[config.mk]
export PLATFORM = sky130hd
export DESIGN_NAME = cache_assoc_controller_flat
export DESIGN_NICKNAME = d
export VERILOG_FILES = /design/src/rtl/cache_assoc_controller_pkg.sv /design/src/rtl/cache_assoc_controller_if.sv /design/src/rtl/cache_assoc_controller_plru_table.sv /design/src/rtl/cache_assoc_controller.sv /design/src/flat_wrapper.sv
export SDC_FILE = /design/constraint.sdc
export NUM_CORES = 1
export LEC_CHECK = 0
export CAP_MARGIN = 20
export CORE_MARGIN = 3
export CORE_UTILIZATION = 60
export DETAILED_ROUTE_END_ITERATION = 8
export PLACE_DENSITY = 0.8
export SYNTH_ARGS = -nofsm -noshare
export SYNTH_HDL_FRONTEND = slang
export SYNTH_SLANG_ARGS = --single-unit
[constraint.sdc]
create_clock -name clk_i -period 9.3 [get_ports clk_i]
set_clock_uncertainty 0.05 [all_clocks]
set_input_delay 2.325 -clock clk_i [delete_from_list [all_inputs] [get_ports clk_i]]
set_output_delay 2.325 -clock clk_i [all_outputs]
set_load 0.03 [all_outputs]
[src/rtl/cache_assoc_controller_pkg.sv]
// Shared types, default geometry and tree-PLRU helpers for the set-associative cache controller.
package cache_assoc_pkg;
    localparam int STATE_WIDTH      = 2;
    localparam int TAG_WIDTH_DEF    = 20;
    localparam int SET_WIDTH_DEF    = 7;
    localparam int OFFSET_WIDTH_DEF = 5;
    localparam int NUM_WAYS_DEF     = 4;
    localparam int PLRU_MAX_BITS    = 7;

    typedef enum logic [STATE_WIDTH-1:0] {
        IDLE       = 2'd0,
        WRITE_BACK = 2'd1,
        REFILL     = 2'd2,
        REPLAY     = 2'd3
    } state_e;

    // Heap-ordered tree: node n has children 2n+1 / 2n+2; a 0 bit points the victim left.
    function automatic logic [2:0] plru_victim(input logic [PLRU_MAX_BITS-1:0] tree, input int levels);
        logic [2:0] node;
        logic [2:0] way;
        node = '0;
        way  = '0;
        for (int l = 0; l < 3; l++) begin
            if (l < levels) begin
                way  = {way[1:0], tree[node]};
                node = {node[1:0], 1'b0} + 3'd1 + {2'b00, tree[node]};
            end
        end
        return way;
    endfunction

    function automatic logic [PLRU_MAX_BITS-1:0] plru_update(input logic [PLRU_MAX_BITS-1:0] tree,
                                                             input logic [2:0] way, input int levels);
        logic [PLRU_MAX_BITS-1:0] t;
        logic [2:0] node;
        logic [2:0] w;
        t    = tree;
        node = '0;
        w    = way << (3 - levels);
        for (int l = 0; l < 3; l++) begin
            if (l < levels) begin
                t[node] = ~w[2];
                node    = {node[1:0], 1'b0} + 3'd1 + {2'b00, w[2]};
                w       = {w[1:0], 1'b0};
            end
        end
        return t;
    endfunction
endpackage

[src/rtl/cache_assoc_controller_if.sv]
// Word-beat memory handshake between the cache controller (master) and main memory (slave).
interface cache_assoc_controller_if;
    logic        mem_req;
    logic        mem_we;
    logic [31:0] mem_addr;
    logic        mem_ready;

    modport master (output mem_req, mem_we, mem_addr, input mem_ready);
    modport slave  (input mem_req, mem_we, mem_addr, output mem_ready);
endinterface

[src/rtl/cache_assoc_controller_plru_table.sv]
// Per-set tree-PLRU bits: synchronous update, combinational victim read. Absent when NUM_WAYS=1.
module cache_plru_table
    import cache_assoc_pkg::*;
#(
    parameter int SET_WIDTH = SET_WIDTH_DEF,
    parameter int NUM_WAYS  = NUM_WAYS_DEF
) (
    input  logic                 clk_i,
    input  logic                 rst_ni,
    input  logic [SET_WIDTH-1:0] set_i,
    input  logic                 upd_en_i,
    input  logic [2:0]           upd_way_i,
    output logic [2:0]           victim_o
);
    localparam int LEVELS = $clog2(NUM_WAYS);

    generate
        if (NUM_WAYS > 1) begin : g_plru
            localparam int TB = NUM_WAYS - 1;
            logic [TB-1:0]            tree_q [2**SET_WIDTH];
            logic [PLRU_MAX_BITS-1:0] tree_rd;

            assign tree_rd  = PLRU_MAX_BITS'(tree_q[set_i]);
            assign victim_o = plru_victim(tree_rd, LEVELS);

            always_ff @(posedge clk_i) begin
                if (!rst_ni) begin
                    for (int s = 0; s < 2**SET_WIDTH; s++) tree_q[s] <= '0;
                end else if (upd_en_i) begin
                    tree_q[set_i] <= TB'(plru_update(tree_rd, upd_way_i, LEVELS));
                end
            end
        end else begin : g_direct
            assign victim_o = '0;
        end
    endgenerate
endmodule

[src/rtl/cache_assoc_controller.sv]
// Write-back set-associative cache controller with per-word memory handshake.
// Optional hit/miss/write-back counters are built when CACHE_PERF_COUNTERS_EN is defined.
module cache_assoc_controller
    import cache_assoc_pkg::*;
#(
    parameter int TAG_WIDTH    = TAG_WIDTH_DEF,
    parameter int SET_WIDTH    = SET_WIDTH_DEF,
    parameter int OFFSET_WIDTH = OFFSET_WIDTH_DEF,
    parameter int NUM_WAYS     = NUM_WAYS_DEF
) (
    input  logic                    clk_i,
    input  logic                    rst_ni,
    input  logic                    en_i,
    input  logic                    write_en_i,
    input  logic [31:0]             addr_i,
    input  logic [NUM_WAYS-1:0]     hit_way_i,
    input  logic [NUM_WAYS-1:0]     dirty_way_i,
    input  logic [NUM_WAYS-1:0]     valid_way_i,
    input  logic [TAG_WIDTH-1:0]    victim_tag_i,
    output logic [NUM_WAYS-1:0]     way_sel_o,
    output logic                    line_write_en_o,
    output logic                    set_valid_o,
    output logic                    set_dirty_o,
    output logic [OFFSET_WIDTH-3:0] offset_line_o,
    output logic                    offset_sel_o,
    output logic                    stall_o,
    cache_assoc_controller_if.master mem,
    output logic [STATE_WIDTH-1:0]  state_o
`ifdef CACHE_PERF_COUNTERS_EN
    ,
    output logic [31:0]             hit_count_o,
    output logic [31:0]             miss_count_o,
    output logic [31:0]             wb_count_o
`endif
);
    localparam int LW = OFFSET_WIDTH - 2;

    state_e               state_q, state_d;
    logic [LW-1:0]        cnt_q, cnt_d;
    logic [NUM_WAYS-1:0]  victim_q, victim_d;
    logic [SET_WIDTH-1:0] index;
    logic [TAG_WIDTH-1:0] tag;
    logic [NUM_WAYS-1:0]  hit_oh, inv_oh, victim_oh;
    logic [2:0]           hit_idx, plru_idx;
    logic                 plru_upd;
    logic                 unused_addr;

    assign index       = addr_i[OFFSET_WIDTH +: SET_WIDTH];
    assign tag         = addr_i[OFFSET_WIDTH+SET_WIDTH +: TAG_WIDTH];
    assign unused_addr = ^addr_i[OFFSET_WIDTH-1:0];

    // Lowest set bit of hit vector, lowest clear bit of valid vector.
    assign hit_oh    = hit_way_i & (~hit_way_i + NUM_WAYS'(1));
    assign inv_oh    = ~valid_way_i & (valid_way_i + NUM_WAYS'(1));
    assign victim_oh = (&valid_way_i) ? (NUM_WAYS'(1) << plru_idx) : inv_oh;

    always_comb begin
        hit_idx = '0;
        for (int i = NUM_WAYS - 1; i >= 0; i--) begin
            if (hit_way_i[i]) hit_idx = 3'(i);
        end
    end

    cache_plru_table #(.SET_WIDTH(SET_WIDTH), .NUM_WAYS(NUM_WAYS)) u_plru (
        .clk_i     (clk_i),
        .rst_ni    (rst_ni),
        .set_i     (index),
        .upd_en_i  (plru_upd),
        .upd_way_i (hit_idx),
        .victim_o  (plru_idx)
    );

    always_ff @(posedge clk_i) begin
        if (!rst_ni) begin
            state_q  <= IDLE;
            cnt_q    <= '0;
            victim_q <= '0;
        end else begin
            state_q  <= state_d;
            cnt_q    <= cnt_d;
            victim_q <= victim_d;
        end
    end

    // Outputs are forced idle while reset is asserted so an aborted transfer issues no beat.
    always_comb begin
        state_d         = state_q;
        cnt_d           = cnt_q;
        victim_d        = victim_q;
        way_sel_o       = '0;
        line_write_en_o = 1'b0;
        set_valid_o     = 1'b0;
        set_dirty_o     = 1'b0;
        offset_line_o   = '0;
        offset_sel_o    = 1'b1;
        stall_o         = 1'b0;
        mem.mem_req     = 1'b0;
        mem.mem_we      = 1'b0;
        mem.mem_addr    = '0;
        plru_upd        = 1'b0;
        if (rst_ni) begin
            unique case (state_q)
                IDLE: begin
                    if (en_i) begin
                        if (|hit_way_i) begin
                            way_sel_o = hit_oh;
                            plru_upd  = 1'b1;
                            if (write_en_i) begin
                                line_write_en_o = 1'b1;
                                set_valid_o     = 1'b1;
                                set_dirty_o     = 1'b1;
                            end
                        end else begin
                            stall_o  = 1'b1;
                            victim_d = victim_oh;
                            cnt_d    = '0;
                            state_d  = (|(victim_oh & dirty_way_i)) ? WRITE_BACK : REFILL;
                        end
                    end
                end
                WRITE_BACK: begin
                    way_sel_o     = victim_q;
                    stall_o       = 1'b1;
                    offset_sel_o  = 1'b0;
                    offset_line_o = cnt_q;
                    mem.mem_req   = 1'b1;
                    mem.mem_we    = 1'b1;
                    mem.mem_addr  = 32'({victim_tag_i, index, cnt_q, 2'b00});
                    if (mem.mem_ready) begin
                        cnt_d = cnt_q + LW'(1);
                        if (&cnt_q) state_d = REFILL;
                    end
                end
                REFILL: begin
                    way_sel_o     = victim_q;
                    stall_o       = 1'b1;
                    offset_sel_o  = 1'b0;
                    offset_line_o = cnt_q;
                    mem.mem_req   = 1'b1;
                    mem.mem_addr  = 32'({tag, index, cnt_q, 2'b00});
                    if (mem.mem_ready) begin
                        line_write_en_o = 1'b1;
                        cnt_d           = cnt_q + LW'(1);
                        if (&cnt_q) begin
                            set_valid_o = 1'b1;
                            state_d     = REPLAY;
                        end
                    end
                end
                REPLAY: begin
                    way_sel_o = victim_q;
                    stall_o   = 1'b1;
                    state_d   = IDLE;
                end
                default: state_d = IDLE;
            endcase
        end
    end

    assign state_o = state_q;

`ifdef CACHE_PERF_COUNTERS_EN
    logic [31:0] hit_cnt_q, miss_cnt_q, wb_cnt_q;
    logic        replay_q;

    // replay_q marks the re-lookup cycle right after REPLAY, which is not a new hit.
    always_ff @(posedge clk_i) begin
        if (!rst_ni) begin
            hit_cnt_q  <= '0;
            miss_cnt_q <= '0;
            wb_cnt_q   <= '0;
            replay_q   <= 1'b0;
        end else begin
            replay_q <= (state_q == REPLAY);
            if (state_q == IDLE && en_i && (|hit_way_i) && !replay_q && !(&hit_cnt_q))
                hit_cnt_q <= hit_cnt_q + 32'd1;
            if (state_q == IDLE && state_d != IDLE && !(&miss_cnt_q))
                miss_cnt_q <= miss_cnt_q + 32'd1;
            if (state_q == IDLE && state_d == WRITE_BACK && !(&wb_cnt_q))
                wb_cnt_q <= wb_cnt_q + 32'd1;
        end
    end

    assign hit_count_o  = hit_cnt_q;
    assign miss_count_o = miss_cnt_q;
    assign wb_count_o   = wb_cnt_q;
`endif
endmodule

[src/flat_wrapper.sv]
// flat-port wrapper written by rule: the top's interface ports become plain ports
module cache_assoc_controller_flat import cache_assoc_pkg::*;
#(
    parameter int TAG_WIDTH    = TAG_WIDTH_DEF,
    parameter int SET_WIDTH    = SET_WIDTH_DEF,
    parameter int OFFSET_WIDTH = OFFSET_WIDTH_DEF,
    parameter int NUM_WAYS     = NUM_WAYS_DEF
)
  (clk_i, rst_ni, en_i, write_en_i, addr_i, hit_way_i, dirty_way_i, valid_way_i, victim_tag_i, way_sel_o, line_write_en_o, set_valid_o, set_dirty_o, offset_line_o, offset_sel_o, stall_o, state_o, mem_mem_req, mem_mem_we, mem_mem_addr, mem_mem_ready);
  cache_assoc_controller_if mem_i ();
  input  logic clk_i;
  input  logic rst_ni;
  input  logic en_i;
  input  logic write_en_i;
  input  logic [31:0] addr_i;
  input  logic [NUM_WAYS-1:0] hit_way_i;
  input  logic [NUM_WAYS-1:0] dirty_way_i;
  input  logic [NUM_WAYS-1:0] valid_way_i;
  input  logic [TAG_WIDTH-1:0] victim_tag_i;
  output logic [NUM_WAYS-1:0] way_sel_o;
  output logic line_write_en_o;
  output logic set_valid_o;
  output logic set_dirty_o;
  output logic [OFFSET_WIDTH-3:0] offset_line_o;
  output logic offset_sel_o;
  output logic stall_o;
  output logic [STATE_WIDTH-1:0] state_o;
  output wire logic [$bits(mem_i.mem_req)-1:0] mem_mem_req;
  output wire logic [$bits(mem_i.mem_we)-1:0] mem_mem_we;
  output wire logic [$bits(mem_i.mem_addr)-1:0] mem_mem_addr;
  input wire logic [$bits(mem_i.mem_ready)-1:0] mem_mem_ready;
  assign mem_mem_req = mem_i.mem_req;
  assign mem_mem_we = mem_i.mem_we;
  assign mem_mem_addr = mem_i.mem_addr;
  assign mem_i.mem_ready = mem_mem_ready;
  cache_assoc_controller #(.TAG_WIDTH(TAG_WIDTH), .SET_WIDTH(SET_WIDTH), .OFFSET_WIDTH(OFFSET_WIDTH), .NUM_WAYS(NUM_WAYS)) u_core (.clk_i(clk_i), .rst_ni(rst_ni), .en_i(en_i), .write_en_i(write_en_i), .addr_i(addr_i), .hit_way_i(hit_way_i), .dirty_way_i(dirty_way_i), .valid_way_i(valid_way_i), .victim_tag_i(victim_tag_i), .way_sel_o(way_sel_o), .line_write_en_o(line_write_en_o), .set_valid_o(set_valid_o), .set_dirty_o(set_dirty_o), .offset_line_o(offset_line_o), .offset_sel_o(offset_sel_o), .stall_o(stall_o), .mem(mem_i), .state_o(state_o));
endmodule
==> impl_metrics.ini <==
[global_route]
antenna_found_initial = 0
grt_pass1_vias = 14442
grt_pass1_wl_mm = 85.6
grt_use_total_pct = 33.6
grt_overflow = 0
grt_max_degree = 129

[placement]
dp_hpwl_mm = 34.8
io_buffers = 109
dp_slack_ns = 1.37
place_congestion = 0.927

[clock_tree]
clkLatencyLatePin_ns = 0.54
h-tree-depth = 2
cts_sinks = 393
holdBufCountCts = 0
ctsResizeCount = 0
tritoncts = done
postCtsSetupRepairBufs = 0
clk_root_buffer_cell = clkbuf_16
cts_buffer_depth = 3
numCtsBuffers = 40
clk_pin_slew_ns = 0.06

[floorplan]
start_util_pct = 61.7
pin_count = 117
rows = 64
core_area_um2 = 31100
die-width_um = 185
die_h_um = 185
dieArea_um2 = 34100

[finish]
layout.area.seq_um2 = 11700
fill_cells = 2155
drive_gt1_share_pct = 7.61
diodes = 0
multi_input_area_um2 = 6770
layout.nets = 1872
syn2layout_area_growth_pct = 12.4

[sta]
setup_ws_ns = 1.30
post-route-min-period_ns = 8.00
hold_slack_ns = 0.452
setup-violations-final = 0
rsz0062_at_grt = false
worst_pin_slew_ns = 1.21
fmax_mhz = 125
setup_tns_ns = 0
maxSlewViolCount = 0
hold_viol_final = 0
period_share_pct = 86.0
slew_headroom_pct = 19.1

[worst_hold_path]
hold_path_class = flop to flop

[job]
cap_viol_max_count = 0

[critical_path]
startpoint_type = input port
crit_top_cell = nor2_1
critPathArrivalTime_ns = 5.62
crit_type = input port to output port
crit_chain = buf_4 > inv_1 > nor2_1 > clkinv_1 > nor2_1 > and2_1 > clkdlybuf4s50_1
crit_required_ns = 6.93
worstPathMaxFanout = 62
cp_slowest_cell = clkdlybuf4s50_1
cp_slowest_stage_delay_ns = 0.68
crit_path_end_kind = output port

[drt]
via_per_inst = 6.73
drc_errors = 0
wl_per_cell_um = 26.1
vias = 14955
first_pass_iters = 7
drt_iter0_drc = 2671
antenna_left = 0
routed_wl_mm = 57.9

[logic_synthesis]
ys_warn_count = 0
netlist_area_um2 = 19200
ys_ff_latch = 393
ys_seq_area_share_pct = 61.1
synth_cell_type_count = 75
avgSynthCellArea_um2 = 10.9
synth-edff-count = 384
syn_inst = 1753
ys.flop_type = edfxtp_1
ys_async_sr_fraction_pct = 0

[pwr]
ir_drop_uv = 116
power_leakage_nw = 7.77
finalPower_w = 0.00420
power_density_nw_per_um2 = 195

[outcome]
status = complete, no violations
## Yosys cell counts (all sizes together) (4+ instances only)
library cell / instances / area [um^2]
o22ai: 6 / 37.5
a221o: 4 / 40.0
a21oi: 41 / 205
mux2i: 54 / 541
buf: 61 / 447
nor2b: 11 / 68.8
or2: 4 / 25.0
a22o: 4 / 35.0
clkbuf: 71 / 267
edfxtp: 384 / 11500
inv: 8 / 30.0
o21ai: 14 / 70.1
a221oi: 42 / 374
nor4: 6 / 50.0
nand2: 336 / 1260
nor2: 459 / 1730
a31oi: 5 / 31.3
mux4: 29 / 679
nand2b: 14 / 87.6
nand3: 10 / 50.1
ha: 5 / 62.6
and2: 15 / 93.8
o211ai: 5 / 37.5
mux2: 14 / 158
a22oi: 59 / 443
and3: 12 / 75.1
dfxtp: 9 / 180
nor3: 20 / 105
o221ai: 4 / 41.3
## worst max-delay path: cells and delay by family
kind,cells,cell delay (ns)
buffers and inverters,4,2.27
and+or+nand+nor,3,1.01
## state kept, by name, indices dropped and copies added, names as in the netlist
signal,cells
u_core.u_plru.g_plru.tree_q,384
u_core.victim_q,4
u_core.cnt_q,3
u_core.state_o,2
## metrics by stage
| step | utilization (%) | area, um^2 | instances |
|---|---|---|---|
| after floorplan | - | 19200 | 1754 |
| after detailed placement | 65.4 | 20300 | 2150 |
| after CTS | 69.2 | 21500 | 2221 |
| final | 69.3 | 21500 | 2223 |
| after global routing | 69.3 | 21500 | 2223 |
| after global placement | 65.3 | 20300 | 2149 |
## cells by family (layout without fill, tap and decap cells)
logic type,count (synthesis),in the layout,synth area share (%)
adder cells (fa/ha/maj),5,5,0.326
AND/OR/NAND/NOR,902,902,19.2
other,1,2,0.0196
buffers and inverters,143,216,3.94
flip-flops,393,393,61.1
multiplexers,97,97,7.19
AO/OA/AOI/OAI,212,212,8.26
## path summary, 6_finish.rpt
kind	startpoint	endpoint	slack [ns]	depth (start not counted)
max	rst_ni	mem_mem_addr[3]	1.30	7
min	u_core.victim_q[1]$_SDFFE_PN0P_	u_core.victim_q[1]$_SDFFE_PN0P_	0.45	2
max reg2reg	u_core.state_o[0]$_SDFFE_PN0P_	u_core.u_plru.g_plru.tree_q[52][0]$_SDFFCE_PN0P_	5.48	8
min reg2reg	u_core.victim_q[1]$_SDFFE_PN0P_	u_core.victim_q[1]$_SDFFE_PN0P_	0.45	2
## layout by cell type (no fill, tap or decap), drive strengths merged, types with 4 or more instances in the layout
cell and count:
mux4 29, inv 8, ha 5, nand2 336, nor4 6, nor3 20, clkinv 17, o21ai 14
clkdlybuf4s50 105, a31oi 5, mux2 14, buf 29, a221oi 42, o211ai 5, o221ai 4, a22oi 59
nor2b 11, o22ai 6, nand3 10, a221o 4, or2 4, clkbuf 56, and3 12, edfxtp 384
dfxtp 9, nand2b 14, nor2 459, a21oi 41, mux2i 54, and2 15, a22o 4
## final cells by class
class                      count  area share, %
sequential                   393           54.4
multi-input combinational   1218           31.4
timing repair buffer         134           6.20
clock buffer                  56           5.12
tap                          396           2.30
clock inverter                15          0.407
inverter                      11          0.192
## routing by layer
| metal | GRT usage, % | vias to the layer above | part of all wire, % |
|---|---|---|---|
| met2 | 52.1 | 1257 | 46 |
| met1 | 44.3 | 7087 | 33 |
| met4 | 18.6 | 0 | 6.7 |
| li1 | - | 6356 | - |
| met3 | 7.70 | 255 | 14 |
| met5 | 0 | - | 0 |
## where the power goes
group | internal [W] | switching [W]
sequential | 0.00201 | 0.0000285
clock | 0.000851 | 0.000654
combinational | 0.000210 | 0.000455
total | 0.00307 | 0.00114
No activity file was read; power rests on OpenSTA's default activity.
